### config.mk
export PLATFORM = sky130hd
export DESIGN_NAME = cache_rand_victim_flat
export DESIGN_NICKNAME = d
export VERILOG_FILES = /design/src/rtl/cache_rand_victim_if.sv /design/src/rtl/cache_rand_victim.sv /design/src/flat_wrapper.sv
export SDC_FILE = /design/constraint.sdc
export NUM_CORES = 1
export LEC_CHECK = 0
export BUFFER_PORTS_ARGS = -buffer_cell sky130_fd_sc_hd__buf_2
export CAP_MARGIN = 40
export CORE_MARGIN = 1.5
export CORE_UTILIZATION = 48
export DETAILED_ROUTE_END_ITERATION = 8
export PLACE_DENSITY = 0.85
export SLEW_MARGIN = 5
export SYNTH_ARGS = -nofsm -noshare
export SYNTH_HDL_FRONTEND = slang
export SYNTH_SLANG_ARGS = --single-unit
export TNS_END_PERCENT = 100
### constraint.sdc
create_clock -name clk -period 3.5 [get_ports clk]
set_input_delay 0.175 -clock clk [delete_from_list [all_inputs] [get_ports clk]]
set_output_delay 0.175 -clock clk [all_outputs]
set_load 0.02 [all_outputs]
### src/rtl/cache_rand_victim_if.sv
// rtl/cache_rand_victim_if.sv - allocation request / victim offer bundle for cache_rand_victim
interface cache_rand_victim_if #(
    parameter int NUMWAYS   = 4,
    parameter int LFSRWIDTH = 4
);
    logic                 AllocReq;
    logic [NUMWAYS-1:0]   ValidWay;
    logic [NUMWAYS-1:0]   LockedWay;
    logic [LFSRWIDTH-1:0] LfsrData;
    logic                 VictimAck;
    logic                 LfsrLoad;
    logic [LFSRWIDTH-1:0] LfsrSeed;
    logic                 LfsrEnable;
    logic                 VictimValid;
    logic [NUMWAYS-1:0]   VictimWay;
    logic                 VictimNone;
    logic [15:0]          RandEvictCnt;
    logic [15:0]          InvFillCnt;

    modport master (
        output AllocReq, ValidWay, LockedWay, LfsrData, VictimAck,
        input  LfsrLoad, LfsrSeed, LfsrEnable, VictimValid, VictimWay, VictimNone,
               RandEvictCnt, InvFillCnt
    );

    modport slave (
        input  AllocReq, ValidWay, LockedWay, LfsrData, VictimAck,
        output LfsrLoad, LfsrSeed, LfsrEnable, VictimValid, VictimWay, VictimNone,
               RandEvictCnt, InvFillCnt
    );
endinterface

### src/rtl/cache_rand_victim.sv
// rtl/cache_rand_victim.sv - random victim way selector driving an external LFSR
// Optional statistics counters enabled by macro RAND_VICTIM_STATS_EN.
module cache_rand_victim #(
    parameter int NUMWAYS   = 4,
    parameter int LFSRWIDTH = 4,
    parameter int SEED      = 1
) (
    input  logic                 clk,
    input  logic                 reset_n,
    cache_rand_victim_if.slave   bus
);
    localparam int IDXW = (NUMWAYS > 1) ? $clog2(NUMWAYS) : 1;
    localparam int MODW = LFSRWIDTH + 1;

    typedef enum logic [1:0] {ST_SEED, ST_IDLE, ST_OFFER} state_t;

    state_t             state;
    logic               load_q;
    logic               enable_q;
    logic               valid_q;
    logic [NUMWAYS-1:0] way_q;
    logic               none_q;
    logic               used_rand;
    logic               used_inv;

    logic [NUMWAYS-1:0] free;
    logic [NUMWAYS-1:0] sel_way;
    logic               sel_none;
    logic               sel_rand;
    logic               sel_inv;
    logic [IDXW-1:0]    start;
    logic [IDXW-1:0]    idx;
    logic               found;
    logic               ack_fire;

    // Priority: invalid+unlocked lowest index, else LFSR-seeded scan over unlocked ways.
    always_comb begin
        sel_way  = '0;
        sel_none = 1'b0;
        sel_rand = 1'b0;
        sel_inv  = 1'b0;
        idx      = '0;
        found    = 1'b0;
        free     = ~bus.ValidWay & ~bus.LockedWay;
        start    = IDXW'({1'b0, bus.LfsrData} % MODW'(NUMWAYS));
        if (|free) begin
            sel_inv = 1'b1;
            for (int i = NUMWAYS - 1; i >= 0; i--) begin
                if (free[i]) sel_way = NUMWAYS'(1) << i;
            end
        end else if (!(&bus.LockedWay)) begin
            sel_rand = 1'b1;
            for (int i = 0; i < NUMWAYS; i++) begin
                idx = start + IDXW'(i);
                if (!found && !bus.LockedWay[idx]) begin
                    found   = 1'b1;
                    sel_way = NUMWAYS'(1) << idx;
                end
            end
        end else begin
            sel_none = 1'b1;
        end
    end

    assign ack_fire = (state == ST_OFFER) && bus.VictimAck;

    always_ff @(posedge clk or negedge reset_n) begin
        if (!reset_n) begin
            state     <= ST_SEED;
            load_q    <= 1'b0;
            enable_q  <= 1'b0;
            valid_q   <= 1'b0;
            way_q     <= '0;
            none_q    <= 1'b0;
            used_rand <= 1'b0;
            used_inv  <= 1'b0;
        end else begin
            enable_q <= 1'b0;
            case (state)
                // First edge raises the load; the second drops it and leaves SEED.
                ST_SEED: begin
                    if (!load_q) begin
                        load_q <= 1'b1;
                    end else begin
                        load_q <= 1'b0;
                        state  <= ST_IDLE;
                    end
                end
                ST_IDLE: begin
                    if (bus.AllocReq) begin
                        valid_q   <= 1'b1;
                        way_q     <= sel_way;
                        none_q    <= sel_none;
                        used_rand <= sel_rand;
                        used_inv  <= sel_inv;
                        state     <= ST_OFFER;
                    end
                end
                ST_OFFER: begin
                    if (bus.VictimAck) begin
                        valid_q  <= 1'b0;
                        way_q    <= '0;
                        none_q   <= 1'b0;
                        enable_q <= used_rand;
                        state    <= ST_IDLE;
                    end
                end
                default: state <= ST_SEED;
            endcase
        end
    end

    assign bus.LfsrLoad    = load_q;
    assign bus.LfsrSeed    = LFSRWIDTH'(SEED);
    assign bus.LfsrEnable  = enable_q;
    assign bus.VictimValid = valid_q;
    assign bus.VictimWay   = way_q;
    assign bus.VictimNone  = none_q;

`ifdef RAND_VICTIM_STATS_EN
    logic [15:0] rand_cnt;
    logic [15:0] inv_cnt;

    always_ff @(posedge clk or negedge reset_n) begin
        if (!reset_n) begin
            rand_cnt <= '0;
            inv_cnt  <= '0;
        end else if (ack_fire) begin
            if (used_rand && rand_cnt != 16'hFFFF) rand_cnt <= rand_cnt + 16'd1;
            if (used_inv && inv_cnt != 16'hFFFF)   inv_cnt  <= inv_cnt + 16'd1;
        end
    end

    assign bus.RandEvictCnt = rand_cnt;
    assign bus.InvFillCnt   = inv_cnt;
`else
    logic unused_ack;
    assign unused_ack       = ack_fire;
    assign bus.RandEvictCnt = '0;
    assign bus.InvFillCnt   = '0;
`endif
endmodule

### src/flat_wrapper.sv
// flat-port wrapper written by rule: the top's interface ports become plain ports
module cache_rand_victim_flat 
#(
    parameter int NUMWAYS   = 4,
    parameter int LFSRWIDTH = 4,
    parameter int SEED      = 1
)
  (clk, reset_n, bus_AllocReq, bus_ValidWay, bus_LockedWay, bus_LfsrData, bus_VictimAck, bus_LfsrLoad, bus_LfsrSeed, bus_LfsrEnable, bus_VictimValid, bus_VictimWay, bus_VictimNone, bus_RandEvictCnt, bus_InvFillCnt);
  cache_rand_victim_if #(.NUMWAYS(NUMWAYS), .LFSRWIDTH(LFSRWIDTH)) bus_i ();
  input  logic clk;
  input  logic reset_n;
  input wire logic [$bits(bus_i.AllocReq)-1:0] bus_AllocReq;
  input wire logic [$bits(bus_i.ValidWay)-1:0] bus_ValidWay;
  input wire logic [$bits(bus_i.LockedWay)-1:0] bus_LockedWay;
  input wire logic [$bits(bus_i.LfsrData)-1:0] bus_LfsrData;
  input wire logic [$bits(bus_i.VictimAck)-1:0] bus_VictimAck;
  output wire logic [$bits(bus_i.LfsrLoad)-1:0] bus_LfsrLoad;
  output wire logic [$bits(bus_i.LfsrSeed)-1:0] bus_LfsrSeed;
  output wire logic [$bits(bus_i.LfsrEnable)-1:0] bus_LfsrEnable;
  output wire logic [$bits(bus_i.VictimValid)-1:0] bus_VictimValid;
  output wire logic [$bits(bus_i.VictimWay)-1:0] bus_VictimWay;
  output wire logic [$bits(bus_i.VictimNone)-1:0] bus_VictimNone;
  output wire logic [$bits(bus_i.RandEvictCnt)-1:0] bus_RandEvictCnt;
  output wire logic [$bits(bus_i.InvFillCnt)-1:0] bus_InvFillCnt;
  assign bus_i.AllocReq = bus_AllocReq;
  assign bus_i.ValidWay = bus_ValidWay;
  assign bus_i.LockedWay = bus_LockedWay;
  assign bus_i.LfsrData = bus_LfsrData;
  assign bus_i.VictimAck = bus_VictimAck;
  assign bus_LfsrLoad = bus_i.LfsrLoad;
  assign bus_LfsrSeed = bus_i.LfsrSeed;
  assign bus_LfsrEnable = bus_i.LfsrEnable;
  assign bus_VictimValid = bus_i.VictimValid;
  assign bus_VictimWay = bus_i.VictimWay;
  assign bus_VictimNone = bus_i.VictimNone;
  assign bus_RandEvictCnt = bus_i.RandEvictCnt;
  assign bus_InvFillCnt = bus_i.InvFillCnt;
  cache_rand_victim #(.NUMWAYS(NUMWAYS), .LFSRWIDTH(LFSRWIDTH), .SEED(SEED)) u_core (.clk(clk), .reset_n(reset_n), .bus(bus_i));
endmodule
After elaboration in Yosys (flattened, before gate mapping)
Cells that the tools add are included.
- register bits: 11
- output and inout port bits: 44
- memories kept: 0
- bits in latches: 0
- RAM bits: 0
- memory bits (read-only): 0
- reductions and logical operators: 16
- div/mod/pow operators: 0
- bitwise operators: 3
- magnitude comparators: 4
- muxes and demuxes: 46
- equality and inequality tests: 5
- $mul: 0
- shifts and indexed selects: 4
- $add $sub $neg: 3
- operator list (cell ; count):
    two-way mux 4 bit ; 12
    two-way mux 1 bit ; 23
    left shift 1 x 2 -> 4 bit (first input constant) ; 4
    less-than comparator 2 x 3 -> 1 bit (second input constant) ; 4
    binary-select mux 1 bit (select 2 bit) ; 4
    NOT 4 bit ; 2
    one-hot mux 4 bit (2 select lines) ; 1
    logical NOT 1 bit ; 6
    two-way mux 2 bit ; 3
    one-hot mux 2 bit (3 select lines) ; 1
    AND reduction 3 bit ; 2
    adder 2 bit (second input constant) ; 2
    bitwise AND 4 bit ; 1
    inequality test 2 bit (second input constant) ; 2
    one-hot mux 1 bit (2 select lines) ; 2
    AND reduction 4 bit ; 1
    OR reduction 4 bit ; 1
    logical AND 1 bit ; 3
    adder 2 x 1 -> 2 bit (second input constant) ; 1
    == test 2 x 1 -> 1 bit (second input constant) ; 1
    == test 2 bit (second input constant) ; 1
    logical NOT 2 bit ; 1
    inequality test 2 x 1 -> 1 bit (second input constant) ; 1
    AND reduction 2 bit ; 1
    nonzero test 2 bit ; 1

Depth between registers and ports, before layout
Gate-level depths: netlist (run 1).
- depth in word-level cells: 22
- mapped depth: 7

Worst setup path after synthesis (run 1)
No wires, ideal clock.
- path kind: input to register
- start: input bus_LfsrData[0]
- end: register u_core.way_q[2], in the netlist u_core.bus.VictimWay[2]
- slack: 1.657 ns
- required time: 3.380 ns
- arrival time: 1.722 ns
- library setup time: 0.120 ns
- buffers on the path: 1
- cell stages on the path: 7
- cell sequence: buf_6 inv_1 ha_1 mux4_1 nand2_1 o311ai_0 a31o_2
- word-level cells in the longest chain between the ends: 22
- ends and longest elaborated chain (item ; line ; source):
    start, declared ; flat_wrapper.sv:15 ; input wire logic [$bits(bus_i.LfsrData)-1:0] bus_LfsrData;
    binary-select mux 1 bit (select 2 bit) ; cache_rand_victim.sv:55 ; if (!found && !bus.LockedWay[idx]) begin
    two-way mux 1 bit (not written as such) ; cache_rand_victim.sv:55 ;
    two-way mux 1 bit ; cache_rand_victim.sv:55 ;
    two-way mux 1 bit ; cache_rand_victim.sv:51 ; end else if (!(&bus.LockedWay)) begin
    two-way mux 1 bit ; cache_rand_victim.sv:46 ; if (|free) begin
    logical NOT 1 bit ; cache_rand_victim.sv:55 ;
    logical AND 1 bit ; cache_rand_victim.sv:55 ;
    two-way mux 1 bit ; cache_rand_victim.sv:55 ;
    [6 not listed] ; - ;
    two-way mux 1 bit ; cache_rand_victim.sv:46 ;
    logical NOT 1 bit ; cache_rand_victim.sv:55 ;
    logical AND 1 bit ; cache_rand_victim.sv:55 ;
    two-way mux 4 bit (*) ; cache_rand_victim.sv:55 ;
    two-way mux 4 bit (*) ; cache_rand_victim.sv:51 ;
    two-way mux 4 bit (*) ; cache_rand_victim.sv:46 ;
    two-way mux 4 bit (*) ; cache_rand_victim.sv:90 ; if (bus.AllocReq) begin
    one-hot mux 4 bit (2 select lines) (*) ; cache_rand_victim.sv:79 ; case (state)
    end signal, assigned ; cache_rand_victim.sv:92 ; way_q <= sel_way;
    end, declared ; cache_rand_victim.sv:21 ; logic [NUMWAYS-1:0] way_q;
Every way passes the cells marked *; elsewhere a longest branch is shown, timed or not. The select of a mux whose other input is x is not followed.
A chain may end at the register's enable or synchronous reset.

Worst setup path after layout (run 1)
- start: register u_core.state[1]
- end: register u_core.way_q[1], in the netlist u_core.bus.VictimWay[1]
- word-level cells in the longest chain between the ends: 3
- ends and longest elaborated chain (item ; line ; source):
    start, declared ; cache_rand_victim.sv:17 ; state_t state;
    start signal, assigned ; cache_rand_victim.sv:69 ; state <= ST_SEED;
    start signal, assigned ; cache_rand_victim.sv:86 ; state <= ST_IDLE;
    start signal, assigned ; cache_rand_victim.sv:96 ; state <= ST_OFFER;
    == test 2 bit / == test 2 x 1 -> 1 bit (equally long branches) ; - ;
    inequality test 2 bit (no line) / nonzero test 2 bit (equally long branches) ; - ;
    AND reduction 3 bit (no line) ; - ;
Parallel ways exist; a longest one is shown, timed or not.

==> out/summary.json, run 1 <==
{
  "floorplanning": {
    "placement_rows": 17,
    "floorplan.die.height_um": 51.2,
    "ios": 60,
    "die-width_um": 51.2,
    "core_region_area_um2": 2190,
    "fp.dieArea_um2": 2620,
    "start_util_pct": 50.8
  },
  "sta": {
    "achievable_clock_frequency_mhz": 527,
    "timing.clock.skew_ps": 2.81,
    "setup_violations": 0,
    "final_hold_viol_count": 0,
    "post-route-min-period_ps": 1900,
    "rsz0062_at_grt": "no",
    "tcrit_tclk_final_pct": 54.2,
    "finalSetupTns_ps": 0,
    "final_max_slew_viol_count": 0
  },
  "pwr": {
    "p_leak_nw": 0.579,
    "cellPowerDensity_nw_per_um2": 523,
    "ir_drop_uv": 312
  },
  "clock_network": {
    "tritoncts": "yes",
    "clock_path_buffers": 2,
    "cts_post_setup_buffers_inserted": 0,
    "clk_transition_reported_paths_ps": 70,
    "clock_latency_ps": 260,
    "number_of_buffers_inserted_during_clock_tree_synthesis": 3,
    "tritoncts_num_sinks": 11,
    "cts.root.buffer_cell": "clkbuf_4",
    "cts_max_level": 1
  },
  "global_routing": {
    "grt_antenna_before_repair": 0,
    "wire_length_of_the_first_global_routing_pass_um": 3150,
    "grt_pass1_vias": 748,
    "globalRoute.totalOverflow": 0,
    "groute.usage.overall_pct": 15.6,
    "largest_net_degree_at_the_start_of_global_routing": 12
  },
  "worst_setup_path": {
    "critical_path_class": "reg2reg",
    "critical_path.max_fanout": 7,
    "arrival_ps": 2100,
    "cp.required_ps": 3700,
    "worst-path-buf-inv": 0,
    "cp_top_family": "simple AND/OR/NAND/NOR gates",
    "critPathCaptureType": "flip-flop",
    "slowest_delay_ps": 620,
    "setup.worst_path.start_class": "flip-flop",
    "reg2reg_setup_slack_ps": 1600,
    "cp_cell_sequence": "nand3b_2 > or4_1 > nor3b_2 > a31o_2",
    "cp_slowest_cell": "or4_1"
  },
  "synthesis": {
    "post_synth_inst_count": 123,
    "yosys_warnings": 0,
    "synth.distinct_cells": 35,
    "cell_area_after_technology_mapping_um2": 1110,
    "yosysSeqAreaShare_pct": 24.7,
    "synth-edff-count": 0,
    "synth.ff_latch_count": 11,
    "synthArstFlopShare_pct": 100,
    "synth-main-ff-cell": "dfrtp_1",
    "synth.avg_cell_area_um2": 9.05
  },
  "layout": {
    "antenna-diode-count": 0,
    "layout-area-overhead-vs-synth_pct": 1.57,
    "finish.net_count": 166,
    "layout-drive-gt1-share_pct": 24.8,
    "postLayoutCoreUtil_pct": 51.6,
    "design_area_um2": 1130,
    "post_layout_nonfiller_instances": 173
  },
  "status": {
    "outcome": "completed"
  },
  "placement": {
    "io_buffers": 21,
    "postPlaceCellArea_um2": 1090,
    "detailed_place_hpwl_um": 1620,
    "routabilityCongestion": 0.898,
    "placed_instance_count": 168
  },
  "detailed_routing": {
    "drt-wirelength-per-cell_um": 11.2,
    "drt_pre_antenna_iters": 4,
    "wl_met3_um": 143,
    "wl_met1_um": 770,
    "drt_iter0_drc": 16,
    "antenna_left": 0,
    "drt-total-wl_um": 1940,
    "detail_route.drc_violations": 0,
    "detailroute.wirelength.met2_um": 1000,
    "detailed_route_via_count": 862,
    "route.top_layer_used": "met4",
    "drt-vias-per-instance": 4.98
  },
  "job": {
    "drv_cap": 0
  },
  "worst_hold_path": {
    "worst_hold_path_type": "in2reg"
  }
}
-- layout make-up --
cell class,instances,area (µm²)
repair buffers,22,115
fillers,218,1060
multi-input cells,105,668
inverters,3,11.3
flip-flops and latches,11,275
well taps,28,35.0
clock buffers,4,26.3
-- registers in the layout, summed over array words and instances (netlist names) --
name / cells
u_core.bus.LfsrEnable: 1
u_core.bus.LfsrLoad: 1
u_core.bus.VictimNone: 1
u_core.bus.VictimValid: 1
u_core.bus.VictimWay: 4
u_core.state: 2
u_core.used_rand: 1
-- layer usage --
metal | vias to the layer above | track usage (%)
li1 | 406 | -
met1 | 417 | 18.8
met2 | 37 | 27.5
met3 | 2 | 3.22
met4 | 0 | 4.95
met5 | - | 0
-- cells by family (layout without fill, tap and decap cells) --
logic type / count (synthesis) / count (layout) / synth area share (%)
simple gates: 40 / 40 / 20.0
xor+xnor: 1 / 1 / 0.787
other cells: 2 / 36 / 0.674
buf+inv: 41 / 29 / 26.7
flops: 11 / 11 / 24.7
fa+ha+maj: 4 / 4 / 4.49
compound gates: 20 / 20 / 14.2
mux: 4 / 4 / 8.43
-- final timing paths --
| path | from | end | cells past startpoint |
|---|---|---|---|
| max in group asynchronous | reset_n | u_core.bus.LfsrEnable$_DFF_PN0_ | 2 |
| min in group asynchronous | reset_n | u_core.state[1]$_DFFE_PN0P_ | 2 |
| setup reg to reg | u_core.state[1]$_DFFE_PN0P_ | u_core.bus.VictimWay[1]$_DFFE_PN0P_ | 4 |
| hold / removal | bus_VictimAck | u_core.state[1]$_DFFE_PN0P_ | 2 |
| setup / recovery | u_core.state[1]$_DFFE_PN0P_ | u_core.bus.VictimWay[1]$_DFFE_PN0P_ | 4 |
| hold reg to reg | u_core.bus.VictimNone$_DFFE_PN0P_ | u_core.bus.VictimNone$_DFFE_PN0P_ | 2 |
-- metrics by stage --
step	setup slack (ps)	hold WS (ps)	total power [W]
final	1600	122	0.000592
after floorplan	1660	-121	0.000464
after global placement	1460	47.8	0.000495
after global routing	1500	116	0.000637
after CTS	1600	109	0.000594
after detailed placement	1350	57.3	0.000507
-- cells in the final DEF, fill, tap and decap left out, types with 2 or more instances in the layout --
cell / n
nand3b_1: 4
or2_2: 2
conb_1: 36
o21ai_0: 2
nand2_1: 5
a21o_1: 2
a21oi_1: 2
buf_2: 21
nand2b_1: 5
dfrtp_1: 11
o311ai_0: 3
clkbuf_4: 3
a22o_1: 2
ha_1: 4
nor2_1: 13
mux4_2: 3
nor3_1: 4
inv_1: 3
a31o_2: 3
-- timing repair --
item / in CTS / in global routing
setup endpoints to repair: 0 / 0
hold buffers: 1 / 0
resized for setup: 0 / 0
hold endpoints to repair: 11 / 0
-- where the power goes --
group	switching (W)	internal (W)	total (W)
registers	0.0000411	0.000176	0.000217
logic	0.000175	0.000114	0.000289
clock network	0.0000414	0.0000440	0.0000854
-- synthesized netlist by cell type (3+ instances only) --
cell | n | area share (%)
a31o_2 | 3 | 2.4
buf_4 | 36 | 24
dfrtp_1 | 11 | 25
ha_1 | 4 | 4.5
inv_1 | 3 | 1.0
mux4_2 | 3 | 6.1
nand2_1 | 5 | 1.7
nand2b_1 | 5 | 2.8
nand3b_1 | 4 | 2.7
nor2_1 | 13 | 4.4
nor3_1 | 4 | 1.8
o311ai_0 | 3 | 2.4
(Power assumes the default switching activity.)
==> run 2, diff against run 1 <==
--- a/config.mk
+++ b/config.mk
@@ -5,12 +5,13 @@
 export SDC_FILE = /design/constraint.sdc
 export NUM_CORES = 1
 export LEC_CHECK = 0
+export ABC_AREA = 1
 export BUFFER_PORTS_ARGS = -buffer_cell sky130_fd_sc_hd__buf_2
 export CAP_MARGIN = 40
 export CORE_MARGIN = 1.5
-export CORE_UTILIZATION = 48
+export CORE_UTILIZATION = 46
 export DETAILED_ROUTE_END_ITERATION = 8
-export PLACE_DENSITY = 0.85
+export PLACE_DENSITY = 0.8
 export SLEW_MARGIN = 5
 export SYNTH_ARGS = -nofsm -noshare
 export SYNTH_HDL_FRONTEND = slang
==> constraint.sdc (replaced) <==
create_clock -name clk -period 1.8 [get_ports clk]
set_input_delay 0.09 -clock clk [delete_from_list [all_inputs] [get_ports clk]]
set_output_delay 0.09 -clock clk [all_outputs]
set_load 0.02 [all_outputs]
==> run 2 against run 1 <==
First-iteration DRC count grew 94%. Critical path depth grew 6. Count of clock-buffer cells in the layout unchanged. Hold slack worse by 5.5 ps. Critical endpoint is now u_core.bus.VictimNone$_DFFE_PN0P_. Largest power group unchanged. Highest routed layer is now met3.
==> out/summary.json, run 2 <==
{
  "synthesis": {
    "synth_top_area_share_pct": 22.8,
    "yosysSeqAreaShare_pct": 22.8,
    "yosys_warnings": 0,
    "synth-edff-count": 0,
    "synthArstFlopShare_pct": 100,
    "synth.distinct_cells": 22,
    "synth.ff_latch_count": 11,
    "yosys.cell_count.top_type": "nand2_1",
    "ys_top_cells_by_area": "dfrtp_1 (23%), buf_4 (22%), nand2_1 (20%)",
    "netlist_top_cells_count": "nand2_1 (64), buf_4 (36), nand3_1 (19)",
    "synth_largest_area_cell": "dfrtp_1",
    "cell_area_after_technology_mapping_um2": 1210,
    "synth-main-ff-cell": "dfrtp_1",
    "post_synth_inst_count": 183,
    "synth.avg_cell_area_um2": 6.61
  },
  "global_routing": {
    "groute.usage.overall_pct": 14.4,
    "wire_length_of_the_first_global_routing_pass_um": 3110,
    "grt_pass1_vias": 746,
    "globalRoute.totalOverflow": 0,
    "grt_antenna_before_repair": 0,
    "largest_net_degree_at_the_start_of_global_routing": 12
  },
  "floorplanning": {
    "start_util_pct": 48.8,
    "ios": 60,
    "placement_rows": 18,
    "fp.dieArea_um2": 2950,
    "floorplan.die.height_um": 54.3,
    "core_region_area_um2": 2480,
    "die-width_um": 54.3
  },
  "clock_network": {
    "tritoncts_num_sinks": 11,
    "tritoncts": "yes",
    "cts.root.buffer_cell": "clkbuf_4",
    "cts_max_level": 1,
    "clock_latency_ps": 260,
    "post_cts_resize_count": 0,
    "clock_path_buffers": 2,
    "number_of_buffers_inserted_during_clock_tree_synthesis": 3,
    "clk_transition_reported_paths_ps": 60
  },
  "detailed_routing": {
    "drt_pre_antenna_iters": 4,
    "detail_route.drc_violations": 0,
    "detailed_route_via_count": 1052,
    "drt-wirelength-per-cell_um": 8.47,
    "wl_met3_um": 180,
    "antenna_left": 0,
    "wl_met1_um": 933,
    "drt-total-wl_um": 2010,
    "drt-vias-per-instance": 4.44,
    "drt_iter0_drc": 31,
    "route.top_layer_used": "met3",
    "detailroute.wirelength.met2_um": 895
  },
  "sta": {
    "tcrit_tclk_final_pct": 82.6,
    "achievable_clock_frequency_mhz": 672,
    "rsz0062_at_grt": "no",
    "timing.clock.skew_ps": 0.572,
    "final_max_slew_viol_count": 0,
    "post-route-min-period_ps": 1490,
    "setup_violations": 0,
    "finalSetupTns_ps": 0,
    "final_hold_viol_count": 0
  },
  "layout": {
    "antenna-diode-count": 0,
    "layout-area-overhead-vs-synth_pct": 3.00,
    "final_common_cell": "nand2_1",
    "layout.cells.most_common_list": "nand2_1 (64), conb_1 (36), buf_2 (21)",
    "largest_register_ff_count": 4,
    "finish.net_count": 228,
    "layout-drive-gt1-share_pct": 19.3
  },
  "pwr": {
    "power_switching_share_pct": 48.5,
    "combinationalPowerShare_pct": 54.0,
    "power.total_w": 0.00121,
    "share_clk_of_total_power_pct": 13.5,
    "power.internal_w": 0.000623,
    "cellPowerDensity_nw_per_um2": 970,
    "ir_drop_uv": 944,
    "sequentialPowerShare_pct": 32.4,
    "p_leak_nw": 0.779,
    "power.net_switching_w": 0.000586
  },
  "status": {
    "outcome": "completed"
  },
  "worst_setup_path": {
    "arrival_ps": 1640,
    "crit-reg2reg-capture": "u_core.bus.VictimNone$_DFFE_PN0P_",
    "reg2reg_setup_slack_ps": 310,
    "critPathCaptureType": "flip-flop",
    "timing.reg2reg.worst_path_depth": 10,
    "critical_path.max_fanout": 6,
    "setup.worst_path.start_class": "flip-flop",
    "cp.required_ps": 1950,
    "worstReg2RegStart": "u_core.state[1]$_DFFE_PN0P_",
    "critical_path_class": "reg2reg"
  },
  "placement": {
    "io_buffers": 21,
    "routabilityCongestion": 0.903,
    "detailed_place_hpwl_um": 1680
  },
  "worst_hold_path": {
    "timing.hold.worst_endpoint": "u_core.state[1]$_DFFE_PN0P_",
    "worst_hold_path_type": "in2reg",
    "min_path_cells": 4,
    "hold_path_startpoint": "bus_VictimAck"
  },
  "job": {
    "drv_cap": 0
  }
}
==> run 2: logic make-up after synthesis <==
| kind of cell | synth area share, % |
|---|---|
| AOI/OAI and AO/OA | 2.27 |
| DFF | 22.8 |
| other | 0.621 |
| adders and majority gates | 4.14 |
| and+or+nand+nor | 41.9 |
| buffers and inverters | 27.6 |
| xor gates and xnor gates | 0.724 |
==> run 2: worst max-delay path by stage <==
stage | from | end | slack (ps) | cells past startpoint
floorplan | u_core.bus.LfsrLoad$_DFFE_PN0P_ | u_core.bus.VictimNone$_DFFE_PN0P_ | 460 | 8
global placement | bus_LfsrData[1] | u_core.bus.VictimWay[1]$_DFFE_PN0P_ | 170 | 14
detailed placement | bus_LfsrData[1] | u_core.bus.VictimWay[1]$_DFFE_PN0P_ | 160 | 14
CTS | u_core.state[1]$_DFFE_PN0P_ | u_core.bus.VictimNone$_DFFE_PN0P_ | 310 | 10
global route | u_core.state[1]$_DFFE_PN0P_ | u_core.bus.VictimNone$_DFFE_PN0P_ | 110 | 10
finish | u_core.state[1]$_DFFE_PN0P_ | u_core.bus.VictimNone$_DFFE_PN0P_ | 310 | 10
==> run 2: final cells by class <==
type | count | area [µm²]
inverter | 17 | 63.8
multi-input combinational | 153 | 728
clock buffer | 4 | 26.3
sequential | 11 | 275
tap | 30 | 37.5
fill | 254 | 1230
timing repair buffer | 22 | 115
==> run 2: power groups by stage <==
| stage | sequential [W] | clock [W] | combinational, W |
|---|---|---|---|
| after floorplan | 0.000467 | 0 | 0.000479 |
| after global placement | 0.000395 | 0 | 0.000642 |
| after detailed placement | 0.000395 | 0 | 0.000651 |
| after CTS | 0.000391 | 0.000167 | 0.000656 |
| after global routing | 0.000401 | 0.000182 | 0.000738 |
| final | 0.000392 | 0.000163 | 0.000653 |
==> run 2: critical path, cell delays in order, from the launching register on <==
cell and delay [ps]:
dfrtp_1 380, inv_1 90, nor2_1 60, nand2_1 90, o211ai_1 140, nor2_2 220
inv_1 140, nand2_1 90, inv_2 60, nand2_1 50, o21ai_1 60
==> run 2: per-stage QoR <==
step | cell area, µm² | hold WS, ps | utilization [%] | worst slack [ps] | std cells
global route | 1250 | 136 | 50.3 | 113 | 237
floorplan | 1340 | -206 | - | 458 | 217
global placement | 1210 | -32.6 | 48.8 | 169 | 232
detailed placement | 1210 | -32.5 | 48.8 | 161 | 232
finish | 1250 | 116 | 50.3 | 313 | 237
CTS | 1250 | 108 | 50.3 | 312 | 237
==> run 2: timing repair <==
item,4_1_cts,5_1_grt
hold endpoints to repair,11,0
hold buffers,1,0
buffers inserted,0,0
==> run 2: metal layers <==
layer / global-route usage, % / vias to the layer above
li1: - / 543
met1: 20.9 / 459
met2: 21.9 / 50
met3: 4.37 / 0
met4: 1.25 / 0
met5: 0 / -
==> run 3, diff against run 2 <==
--- a/config.mk
+++ b/config.mk
@@ -9,9 +9,9 @@
 export BUFFER_PORTS_ARGS = -buffer_cell sky130_fd_sc_hd__buf_2
 export CAP_MARGIN = 40
 export CORE_MARGIN = 1.5
-export CORE_UTILIZATION = 46
+export CORE_UTILIZATION = 41
 export DETAILED_ROUTE_END_ITERATION = 8
-export PLACE_DENSITY = 0.8
+export PLACE_DENSITY = 0.76
 export SLEW_MARGIN = 5
 export SYNTH_ARGS = -nofsm -noshare
 export SYNTH_HDL_FRONTEND = slang
==> constraint.sdc (replaced) <==
create_clock -name clk -period 1.3 [get_ports clk]
set_input_delay 0.065 -clock clk [delete_from_list [all_inputs] [get_ports clk]]
set_output_delay 0.065 -clock clk [all_outputs]
set_load 0.02 [all_outputs]
==> run 3 against run 2 <==
Register-to-register slack lost 300 ps. First-iteration DRC count down 42%. Global-route usage hardly changed. Clock power rose by 43%. Final cell count grew 4.2%. Sequential power grew 47%. Count of clock-buffer cells in the layout is the same. Fmax up 16%. Hold slack worse by 13 ps. Clock skew rose by 1.7 ps. Sequential share of layout area decreased by 1.6 points.
==> out/summary.json, run 3 (synthesis gave the netlist of run 2 again) <==
{
  "detailed_routing": {
    "drt-total-wl_um": 2290,
    "drt-vias-per-instance": 4.41,
    "drt-wirelength-per-cell_um": 9.27,
    "detail_route.drc_violations": 0,
    "drt_iter0_drc": 18,
    "antenna_left": 0,
    "drt_pre_antenna_iters": 4,
    "detailed_route_via_count": 1089
  },
  "global_routing": {
    "wire_length_of_the_first_global_routing_pass_um": 3740,
    "grt_antenna_before_repair": 0,
    "groute.usage.overall_pct": 14.4,
    "globalRoute.totalOverflow": 0,
    "grt_pass1_vias": 892,
    "largest_net_degree_at_the_start_of_global_routing": 12
  },
  "clock_network": {
    "tritoncts_num_sinks": 11,
    "cts_max_level": 1,
    "tritoncts": "yes",
    "cts.root.buffer_cell": "clkbuf_4",
    "clock_path_buffers": 2,
    "clk_transition_reported_paths_ps": 70,
    "number_of_buffers_inserted_during_clock_tree_synthesis": 3,
    "clock_latency_ps": 270
  },
  "job": {
    "drv_cap": 0
  },
  "worst_setup_path": {
    "cp.required_ps": 1510,
    "critical_path.max_fanout": 5,
    "cp_cell_sequence": "inv_2 > nand2_2 > o211ai_1 > nor2_2 > inv_2 > nand2_2 > inv_4 > nand2_1 > nand2_1",
    "cp_top_family": "flip-flops",
    "critPathCaptureType": "flip-flop",
    "worst-path-buf-inv": 3,
    "setup.worst_path.start_class": "flip-flop",
    "arrival_ps": 1500,
    "slowest_delay_ps": 390,
    "reg2reg_setup_slack_ps": 10,
    "critical_path_class": "reg2reg",
    "cp_slowest_cell": "dfrtp_1"
  },
  "pwr": {
    "ir_drop_uv": 1260,
    "power.total_w": 0.00192,
    "cellPowerDensity_nw_per_um2": 1410,
    "p_leak_nw": 0.823
  },
  "layout": {
    "layout.cells.most_common_list": "nand2_1 (58), conb_1 (36), buf_2 (21)",
    "final_common_cell": "nand2_1",
    "antenna-diode-count": 0,
    "finish.net_count": 237,
    "layout-drive-gt1-share_pct": 29.2,
    "final.fill_count": 290,
    "design_area_um2": 1360,
    "layout-area-overhead-vs-synth_pct": 12.3,
    "largest_register_ff_count": 4
  },
  "floorplanning": {
    "core_region_area_um2": 2780,
    "floorplan.die.height_um": 57.3,
    "ios": 60,
    "die-width_um": 57.3,
    "placement_rows": 19,
    "fp.dieArea_um2": 3290,
    "start_util_pct": 43.5
  },
  "sta": {
    "achievable_clock_frequency_mhz": 778,
    "timing.clock.skew_ps": 2.25,
    "finalSetupTns_ps": 0,
    "tcrit_tclk_final_pct": 98.9,
    "rsz0062_at_grt": "yes",
    "post-route-min-period_ps": 1290,
    "setup_violations": 0,
    "final_hold_viol_count": 0,
    "hold_slack_ps": 104,
    "final_max_slew_viol_count": 0
  },
  "placement": {
    "postPlaceCellArea_um2": 1280,
    "detailed_place_hpwl_um": 1930,
    "routabilityCongestion": 0.948,
    "io_buffers": 21
  },
  "worst_hold_path": {
    "worst_hold_path_type": "in2reg"
  },
  "status": {
    "outcome": "completed"
  }
}
[run 3: stage by stage]
step | std cells | utilization (%) | setup slack [ps]
2_1_floorplan | 217 | - | 5.21
3_5_place_dp | 241 | 46.2 | -114
3_3_place_gp | 241 | 46.2 | -89.6
6_report | 247 | 48.9 | 13.9
4_1_cts | 246 | 47.5 | 15.2
5_1_grt | 247 | 48.9 | -77.5
[run 3: repair_timing]
action                     CTS  global route
setup buffers                0             1
pin swaps                    1             7
hold endpoints to repair    11             0
resized for setup            1            14
setup endpoints to repair    1             7
hold buffers                 1             0
[run 3: final timing paths]
check                      cells after the start                                  end                                start
max                                            9  u_core.bus.VictimWay[2]$_DFFE_PN0P_          u_core.state[1]$_DFFE_PN0P_
min                                            3      u_core.bus.LfsrEnable$_DFF_PN0_                        bus_VictimAck
max reg2reg                                    9  u_core.bus.VictimWay[2]$_DFFE_PN0P_          u_core.state[1]$_DFFE_PN0P_
min reg2reg                                    2  u_core.bus.VictimWay[1]$_DFFE_PN0P_  u_core.bus.VictimWay[1]$_DFFE_PN0P_
max in group asynchronous                      2          u_core.state[0]$_DFFE_PN0P_                              reset_n
min in group asynchronous                      2  u_core.bus.VictimWay[2]$_DFFE_PN0P_                              reset_n
[run 3: layout make-up]
type                    instances  area [µm²]  area share (%)
repair buffers                 31         183            13.4
clock buffers                   4        26.3            1.93
flip-flops and latches         11         278            20.4
inverters                      17        66.3            4.88
multi-input cells             153         767            56.4
well taps                      31        38.8            2.85
[run 3: routing by layer]
layer  GRT usage [%]  vias up  part of all wire (%)
met1            18.0      482                    45
met3            2.95        2                   6.7
met2            25.1       45                    47
met5               0        -                     0
met4            3.99        0                  0.96
li1                -      560                     -
[run 3: where the power goes]
| part | internal [W] | switching [W] |
|---|---|---|
| Sequential | 0.000481 | 0.0000952 |
| Combinational | 0.000398 | 0.000713 |
| Clock | 0.000119 | 0.000114 |
| Total | 0.000998 | 0.000922 |
[run 3: worst min-delay path, cell delays in order]
cell and delay [ps]:
buf_2 100, nand2_1 120, nor2_1 50
